<file path="config.mk">
export PLATFORM = sky130hd
export DESIGN_NAME = adder_nbit_seq
export DESIGN_NICKNAME = d
export VERILOG_FILES = /design/src/rtl/adder_nbit_seq.sv
export SDC_FILE = /design/constraint.sdc
export NUM_CORES = 1
export LEC_CHECK = 0
export ABC_CLOCK_PERIOD_IN_PS = 3200
export CORE_MARGIN = 10
export CORE_UTILIZATION = 35
export CTS_CLUSTER_SIZE = 14
export DETAILED_ROUTE_END_ITERATION = 7
export PLACE_DENSITY = 0.61
export SYNTH_ARGS = -nofsm -noshare
export SYNTH_HDL_FRONTEND = slang
export SYNTH_SLANG_ARGS = --single-unit
</file>
<file path="constraint.sdc">
create_clock -name clk -period 3.2 [get_ports clk]
set_input_delay 0.48 -clock clk [delete_from_list [all_inputs] [get_ports clk]]
set_output_delay 0.48 -clock clk [all_outputs]
set_load 0.05 [all_outputs]
</file>
<file path="src/rtl/adder_nbit_seq.sv">
// Multi-cycle N-bit adder/subtractor: one SLICE-bit chunk per clock with the
// carry rippled through a register, valid/ready handshakes on both sides.
module adder_nbit_seq #(
  parameter int WIDTH = 16,
  parameter int SLICE = 4
) (
  input  logic             clk,
  input  logic             rst_n,
  input  logic             in_valid,
  output logic             in_ready,
  input  logic [WIDTH-1:0] A,
  input  logic [WIDTH-1:0] B,
  input  logic             Cin,
  input  logic             op_sub,
  output logic             out_valid,
  input  logic             out_ready,
  output logic [WIDTH-1:0] S,
  output logic             Cout,
  output logic             Ovf
);

  localparam int NSLICE = WIDTH / SLICE;
  localparam int IDXW   = (NSLICE > 1) ? $clog2(NSLICE) : 1;
  localparam logic [IDXW-1:0]  LAST_IDX   = IDXW'(NSLICE - 1);
  localparam logic [WIDTH-1:0] SLICE_MASK = WIDTH'({SLICE{1'b1}});

  if (WIDTH % SLICE != 0) begin : g_bad_cfg
    $error("adder_nbit_seq: WIDTH must be a multiple of SLICE");
  end

  typedef enum logic [1:0] {IDLE, ADD, DONE} state_t;

  state_t           state_q;
  logic [WIDTH-1:0] a_q, b_q, res_q, s_q;
  logic             carry_q, cout_q, ovf_q;
  logic [IDXW-1:0]  idx_q;

  logic [SLICE-1:0] slice_a, slice_b;
  logic [SLICE:0]   slice_sum;
  logic [WIDTH-1:0] res_d;
  logic             msb_cin;
  int               shamt;

  // Current slice add and the result register with that slice replaced.
  always_comb begin
    // NOTE: every combinational output gets a default first so no path can infer a latch.
    shamt     = int'(idx_q) * SLICE;
    slice_a   = SLICE'(a_q >> shamt);
    slice_b   = SLICE'(b_q >> shamt);
    slice_sum = {1'b0, slice_a} + {1'b0, slice_b} + {{SLICE{1'b0}}, carry_q};
    res_d     = (res_q & ~(SLICE_MASK << shamt))
              | (WIDTH'(slice_sum[SLICE-1:0]) << shamt);
    // Carry into the slice MSB recovered from its sum bit: a ^ b ^ s.
    msb_cin   = slice_a[SLICE-1] ^ slice_b[SLICE-1] ^ slice_sum[SLICE-1];
  end

  always_ff @(posedge clk or negedge rst_n) begin
    // NOTE: datapath registers are reset too, so an aborted operation leaves nothing behind.
    if (!rst_n) begin
      state_q <= IDLE;
      a_q     <= '0;
      b_q     <= '0;
      res_q   <= '0;
      s_q     <= '0;
      carry_q <= 1'b0;
      cout_q  <= 1'b0;
      ovf_q   <= 1'b0;
      idx_q   <= '0;
    end else begin
      // NOTE: non-blocking assignments so every register samples pre-edge values.
      unique case (state_q)
        IDLE: begin
          if (in_valid) begin
            a_q     <= A;
            b_q     <= op_sub ? ~B : B;
            carry_q <= Cin;
            idx_q   <= '0;
            state_q <= ADD;
          end
        end
        ADD: begin
          res_q   <= res_d;
          carry_q <= slice_sum[SLICE];
          idx_q   <= idx_q + 1'b1;
          if (idx_q == LAST_IDX) begin
            s_q     <= res_d;
            cout_q  <= slice_sum[SLICE];
            ovf_q   <= msb_cin ^ slice_sum[SLICE];
            idx_q   <= '0;
            state_q <= DONE;
          end
        end
        DONE: begin
          if (out_ready) state_q <= IDLE;
        end
        default: state_q <= IDLE;
      endcase
    end
  end

  assign in_ready  = (state_q == IDLE);
  assign out_valid = (state_q == DONE);
  assign S         = s_q;
  assign Cout      = cout_q;
  assign Ovf       = ovf_q;

endmodule

</file>
==> summary.txt <==
Yosys
  • Post-synthesis cell type count: 29
  • Sequential area share after synthesis: 52.8%
  • Most area-hungry cell type in the Yosys netlist: dfrtp_1
  • Area contributors post-synth: dfrtp_1, nand2_1, mux4_2, xnor2_1, a21oi_1
  • Post-synth ARST share: 100%
  • Cell area after synthesis: 3180 µm²
  • Synthesized Nets: 356
  • Mapped Avg Cell Area: 10.3 µm²
  • Post-synth top flop: dfrtp_1
  • Post-synth EDFFs: 0
  • Synth Register Bits: 67
  • Synth warnings: 0
  • Count leader, synth: nand2_1
  • Mapped Cells: 309
  • Top cell type's share of synthesized area: 52.8%
  • Top cells by count, synth: nand2_1, dfrtp_1, a21oi_1, nor2_1, xnor2_1

Route
  • Final ANT Viol Nets: 0
  • Router iterations before antenna repair: 6
  • Final WL: 7210 µm
  • DR WL/cell: 15.0 µm
  • Avg Vias per Cell: 4.80
  • # DRC: 0
  • Vias: 2,309
  • 1st-iter DRT viols: 94

Timing
  • Max Clock Skew: 0.00748 ns
  • Worst-Margin Slew: 0.866 ns
  • Slew Limit Fails: 0
  • Setup_tns: 0 ns
  • RSZ-0062 raised after global routing: false
  • Final setup fails: 0
  • Final hold vios: 0
  • Peak Freq: 0.384 GHz
  • Minimum clock period: 2.60 ns
  • Rel. slew slack: 42.1%
  • Fin crit share: 81.3%

Power
  • Net Switching: 2.28 mW
  • Pleak: 1.77 nW
  • PD cells: 1250 nW/µm²
  • Combinational share of power: 56.6%
  • Clock power share: 14.2%
  • Cell Int Power: 2.79 mW
  • Peak supply drop: 0.000565 V
  • Seq pwr share: 29.2%
  • Post-layout power: 5.07 mW
  • Sw Ratio: 45.0%

Global routing
  • Global-route wire length before repair: 12,300 µm
  • Initial antenna violation count: 0
  • Largest net degree at the start of global routing: 42
  • Global route overflow: 0
  • Total track usage: 11.5%
  • Vias in the first global route: 2,475

Placed design
  • Port Buffers: 57
  • HPWL after detailed placement: 5330 µm
  • Gpl congestion: 0.760

Clocking
  • Clock tree buffer depth: 2
  • CTS buffer count: 9
  • Clk Latency, worst-skew pair: 0.35 ns
  • Clock Sinks: 67
  • Post-CTS setup buffers: 0
  • Clk pin slew, worst setup/hold paths: 0.07 ns
  • Clock tree from TritonCTS: done
  • # H-tree levels: 3
  • Post-CTS Hold Buffers: 0
  • Resize count post-CTS: 0
  • CTS root buf: clkbuf_8

Worst setup path
  • Worst Setup Start Kind: flip-flop
  • Worst EP required: 3.40 ns
  • CP Class: reg -> reg
  • CP endpoint kind: flip-flop
  • CP Max Fanout: 14
  • Worst Path Arrival: 2.80 ns

Die
  • Row cnt: 34
  • Initial core utilization: 36.3%
  • I/O pins: 58
  • Die W: 115 µm
  • Placeable core area: 8760 µm²
  • Die ar.: 13,300 µm²
  • Die extent in y: 115 µm

Finish
  • FILL cells: 852
  • Syn-to-layout area delta: 27.9%
  • Diode count: 0
  • Layout Nets: 415
  • Share of post-route cells with drive strength above 1: 10.2%

Run status
  • Outcome: finished, final reports clean

Job
  • Max-cap viol count: 0

Worst hold path
  • Hold Crit Class: in -> async
## per-layer routing
| metal | up-vias | GRT usage, % | part of all wire [%] | routed length, µm |
|---|---|---|---|---|
| met5 | - | 0 | 0 | 0 |
| li1 | 1162 | - | - | - |
| met2 | 57 | 17.4 | 46 | 3280 |
| met4 | 0 | 4.29 | 1.7 | 121 |
| met1 | 1077 | 14.7 | 46 | 3340 |
| met3 | 13 | 4.32 | 6.5 | 467 |
## placed cells by master, fill, tap and decap left out
cell type        instances
a22o_1                  12
buf_4                    9
nand2b_1                 2
o41ai_1                  1
clkbuf_8                10
nand3_1                  3
clkinv_2                 1
nor2_1                  23
xnor2_1                 18
buf_2                    1
a21oi_1                 28
nor3b_4                  1
ha_1                     7
clkinvlp_4               4
o21ai_1                  1
nor2b_1                  9
a22oi_1                  1
o21ai_0                 16
a21o_1                   2
nor3b_1                  3
clkdlybuf4s50_1         56
nand3b_1                 1
o31ai_1                  5
bufinv_16                1
fa_1                     2
nand2_1                 72
nor3_2                   1
dfrtp_1                 67
mux4_2                   8
inv_1                    3
xor2_1                   2
a21oi_2                  2
and2b_1                  1
## cell families after synthesis
group,synth area share [%]
buffers and inverters,3.19
XOR/XNOR,5.51
adder cells (fa/ha/maj),4.02
AND/OR/NAND/NOR,15.7
AO/OA/AOI/OAI,13.1
flip-flops,52.8
multiplexers,5.67
## worst max-delay path: stages, from the launching register on
cell and delay [ns]:
dfrtp_1 0.43, buf_4 0.25, mux4_2 0.56, ha_1 0.32, a21o_1 0.19, a21oi_2 0.24
xor2_1 0.33, o31ai_1 0.12
## power by group through the flow
stage	registers [mW]	clock network, mW	logic, mW
finish	1.48	0.718	2.87
global route	1.53	0.776	3.20
floorplan	1.72	0	1.77
detailed placement	1.50	0	2.90
CTS	1.48	0.734	2.92
global placement	1.49	0	2.86
## final timing paths
path / from / to / slack [ns] / cells past startpoint
setup / recovery: idx_q[0]$_DFFE_PN0P_ / S[11]$_DFFE_PN0P_ / 0.60 / 7
hold / removal: rst_n / S[8]$_DFFE_PN0P_ / 0.24 / 1
setup reg to reg: idx_q[0]$_DFFE_PN0P_ / S[11]$_DFFE_PN0P_ / 0.60 / 7
hold reg to reg: S[5]$_DFFE_PN0P_ / S[5]$_DFFE_PN0P_ / 0.48 / 2
max in group asynchronous: rst_n / a_q[8]$_DFFE_PN0P_ / 2.19 / 2
min in group clk: S[5]$_DFFE_PN0P_ / S[5]$_DFFE_PN0P_ / 0.48 / 2
## cell type report
class                      instances  area [µm²]  share of cell area [%]
sequential                        67        1680                    41.2
tap                              108         135                    3.32
timing repair buffer              66         633                    15.6
multi-input combinational        221        1410                    34.6
clock buffer                      10         138                    3.39
clock inverter                     6        65.1                    1.60
inverter                           3        11.3                   0.277
## through the flow
step                      utilization (%)  std cells  area [µm²]  hold slack, ns  setup slack, ns
after floorplan                         -        309        3180           0.184            0.592
after global placement               44.1        465        3860           0.454            0.653
after detailed placement             44.1        465        3860           0.465            0.573
after CTS                            46.4        481        4070           0.267            0.566
after global routing                 46.4        481        4070           0.304            0.407
final                                46.4        481        4070           0.237            0.597
## state kept, by name, indices dropped and copies added, names as in the netlist
signal	flops
Cout	1
Ovf	1
S	16
a_q	16
b_q	16
carry_q	1
idx_q	2
res_q	12
state_q	2
No activity file was read; power rests on OpenSTA's default activity.
==> patch: new RTL, config.mk and constraints unchanged <==
The 3 states of `state_t` get a one-hot encoding in 3 bits.
--- a/src/rtl/adder_nbit_seq.sv
+++ b/src/rtl/adder_nbit_seq.sv
@@ -28,7 +28,7 @@
     $error("adder_nbit_seq: WIDTH must be a multiple of SLICE");
   end
 
-  typedef enum logic [1:0] {IDLE, ADD, DONE} state_t;
+  typedef enum logic [2:0] {IDLE = 3'b001, ADD = 3'b010, DONE = 3'b100} state_t;
 
   state_t           state_q;
   logic [WIDTH-1:0] a_q, b_q, res_q, s_q;
Behaviour: no difference found for any inputs over 10 cycles, from zero or initial values and one cycle with rst_n low; not proved beyond that.
==> patch against the unedited design <==
Sequential cell count grew 1; clock skew up 0.81 ps; synthesized area rose by 3.4%; sequential power fell by 5%; setup slack got worse by 120 ps; non-clock buffer count fell by 3; wire length is 2.6% lower; critical path depth is 1 lower; first-iteration DRC count increased by 5.3%; power shrank 13%; utilization down 1.7 points; final area increased by 1.1%; largest cell class unchanged.
==> patch: results <==
metrics = {
    "global_route": {
        "grt_usage": 0.110,
        "grt_pass1_vias": 2414,
        "grt_pass1_wl_um": 11900,
        "grt_max_degree": 69,
    },
    "routing": {
        "drtIter0Drc": 99,
        "dr.pass1.iters": 4,
        "num_vias": 2263,
        "post_drt_wl_per_cell_um": 15.4,
    },
    "critical_path": {
        "max_stage_delay_ps": 540,
        "worst_ep_arrival_time_ps": 2990,
        "cp_max_fo": 6,
    },
    "clock_network": {
        "clk_latency_ps": 350,
    },
    "logic_synthesis": {
        "synth_fa_ha_area_frac": 0.0388,
        "async_reset_ff_frac": 1.00,
        "synth_top_cells_by_count": "dfrtp_1 (67), a21oi_1 (31), nand2_1 (26), nor2_1 (23), xnor2_1 (18)",
        "yosysSeqAreaShare": 0.518,
        "yosys-top-cells-area": "dfrtp_1 (51%), mux4_2 (5.5%), mux2_2 (4.8%)",
        "synth-xor-area-share": 0.0533,
        "synthCells": 286,
        "synth.area.mux_share": 0.110,
        "syn_nets": 333,
    },
    "pwr": {
        "p_leak_nw": 1.66,
        "vdd_drop_max_v": 0.000614,
        "switchingPower_mw": 1.87,
    },
    "layout": {
        "drive_above_1_share": 0.140,
        "instances_no_fill": 455,
        "nNetsFinal": 387,
        "fillers": 907,
    },
    "timing": {
        "tightest_slew_ps": 856,
        "clock_skew_ps": 8.28,
    },
    "place": {
        "gp_congestion": 0.767,
        "post_dp_cell_area_um2": 3930,
        "dp.cells": 440,
        "hpwlAfterDp_um": 5110,
    },
    "outcome": {
        "status": "finished clean",
    },
}
patch: cell types whose count changed in the layout (fill, tap and decap cells not counted), moves of 3 or more:
cell	change
clkinvlp_4	-3
nand2_1	-46
buf_4	-3
a21oi_1	+3
mux2_2	+14
patch: per-stage QoR:
step           worst slack [ps]   util
2_1_floorplan               418      -
3_3_place_gp                524  0.427
3_5_place_dp                486  0.427
4_1_cts                     486  0.447
5_1_grt                     286  0.447
6_report                    475  0.447
patch: cell families (layout without fill, tap and decap cells):
family                   count (synthesis)  in the layout
XOR/XNOR                                20             20
multiplexers                            24             24
adder cells (fa/ha/maj)                  9              9
AND/OR/NAND/NOR                         73             73
AO/OA/AOI/OAI                           69             69
buffers and inverters                   23             81
flip-flops                              68             68
patch: final cells by class:
| class | instances | area, µm² | area share |
|---|---|---|---|
| Inverter | 3 | 11.3 | 0.00274 |
| Clock inverter | 4 | 51.3 | 0.0125 |
| Sequential cell | 68 | 1700 | 0.414 |
| Tap cell | 111 | 139 | 0.0338 |
| Clock buffer | 11 | 131 | 0.0320 |
| Timing Repair Buffer | 63 | 611 | 0.149 |
| Multi-Input combinational cell | 195 | 1470 | 0.356 |
patch: layer usage:
metal | track usage | vias up | part of all wire
li1 | - | 1101 | -
met1 | 0.136 | 1089 | 0.44
met3 | 0.0377 | 13 | 0.065
met5 | 0 | - | 0
met2 | 0.177 | 60 | 0.48
met4 | 0.0354 | 0 | 0.012
patch: worst paths after layout:
path                            slack (ps)  cells past startpoint            endpoint
worst min register to register         480                      2    S[5]$_DFFE_PN0P_
max in group asynchronous             2310                      2  b_q[0]$_DFFE_PN0P_
worst min-delay path                   320                      2    S[9]$_DFFE_PN0P_
worst max-delay path                   480                      6   S[14]$_DFFE_PN0P_
worst max register to register         480                      6   S[14]$_DFFE_PN0P_
min in group clk                       480                      2    S[5]$_DFFE_PN0P_
patch: power by group through the flow:
stage | logic [mW] | clock network (mW) | registers (mW)
after floorplan | 1.57 | 0 | 1.51
after global placement | 2.29 | 0 | 1.42
after detailed placement | 2.32 | 0 | 1.43
after CTS | 2.32 | 0.692 | 1.42
after global routing | 2.55 | 0.726 | 1.46
final | 2.30 | 0.675 | 1.41
patch: critical path: cells and delay by family, from the launching register on:
kind                     cells  cell delay [ps]
AND/OR/NAND/NOR              1              130
AO/OA/AOI/OAI                1              170
flip-flops                   1              420
adder cells (fa/ha/maj)      2              860
multiplexers                 1              540
XOR/XNOR                     1              520
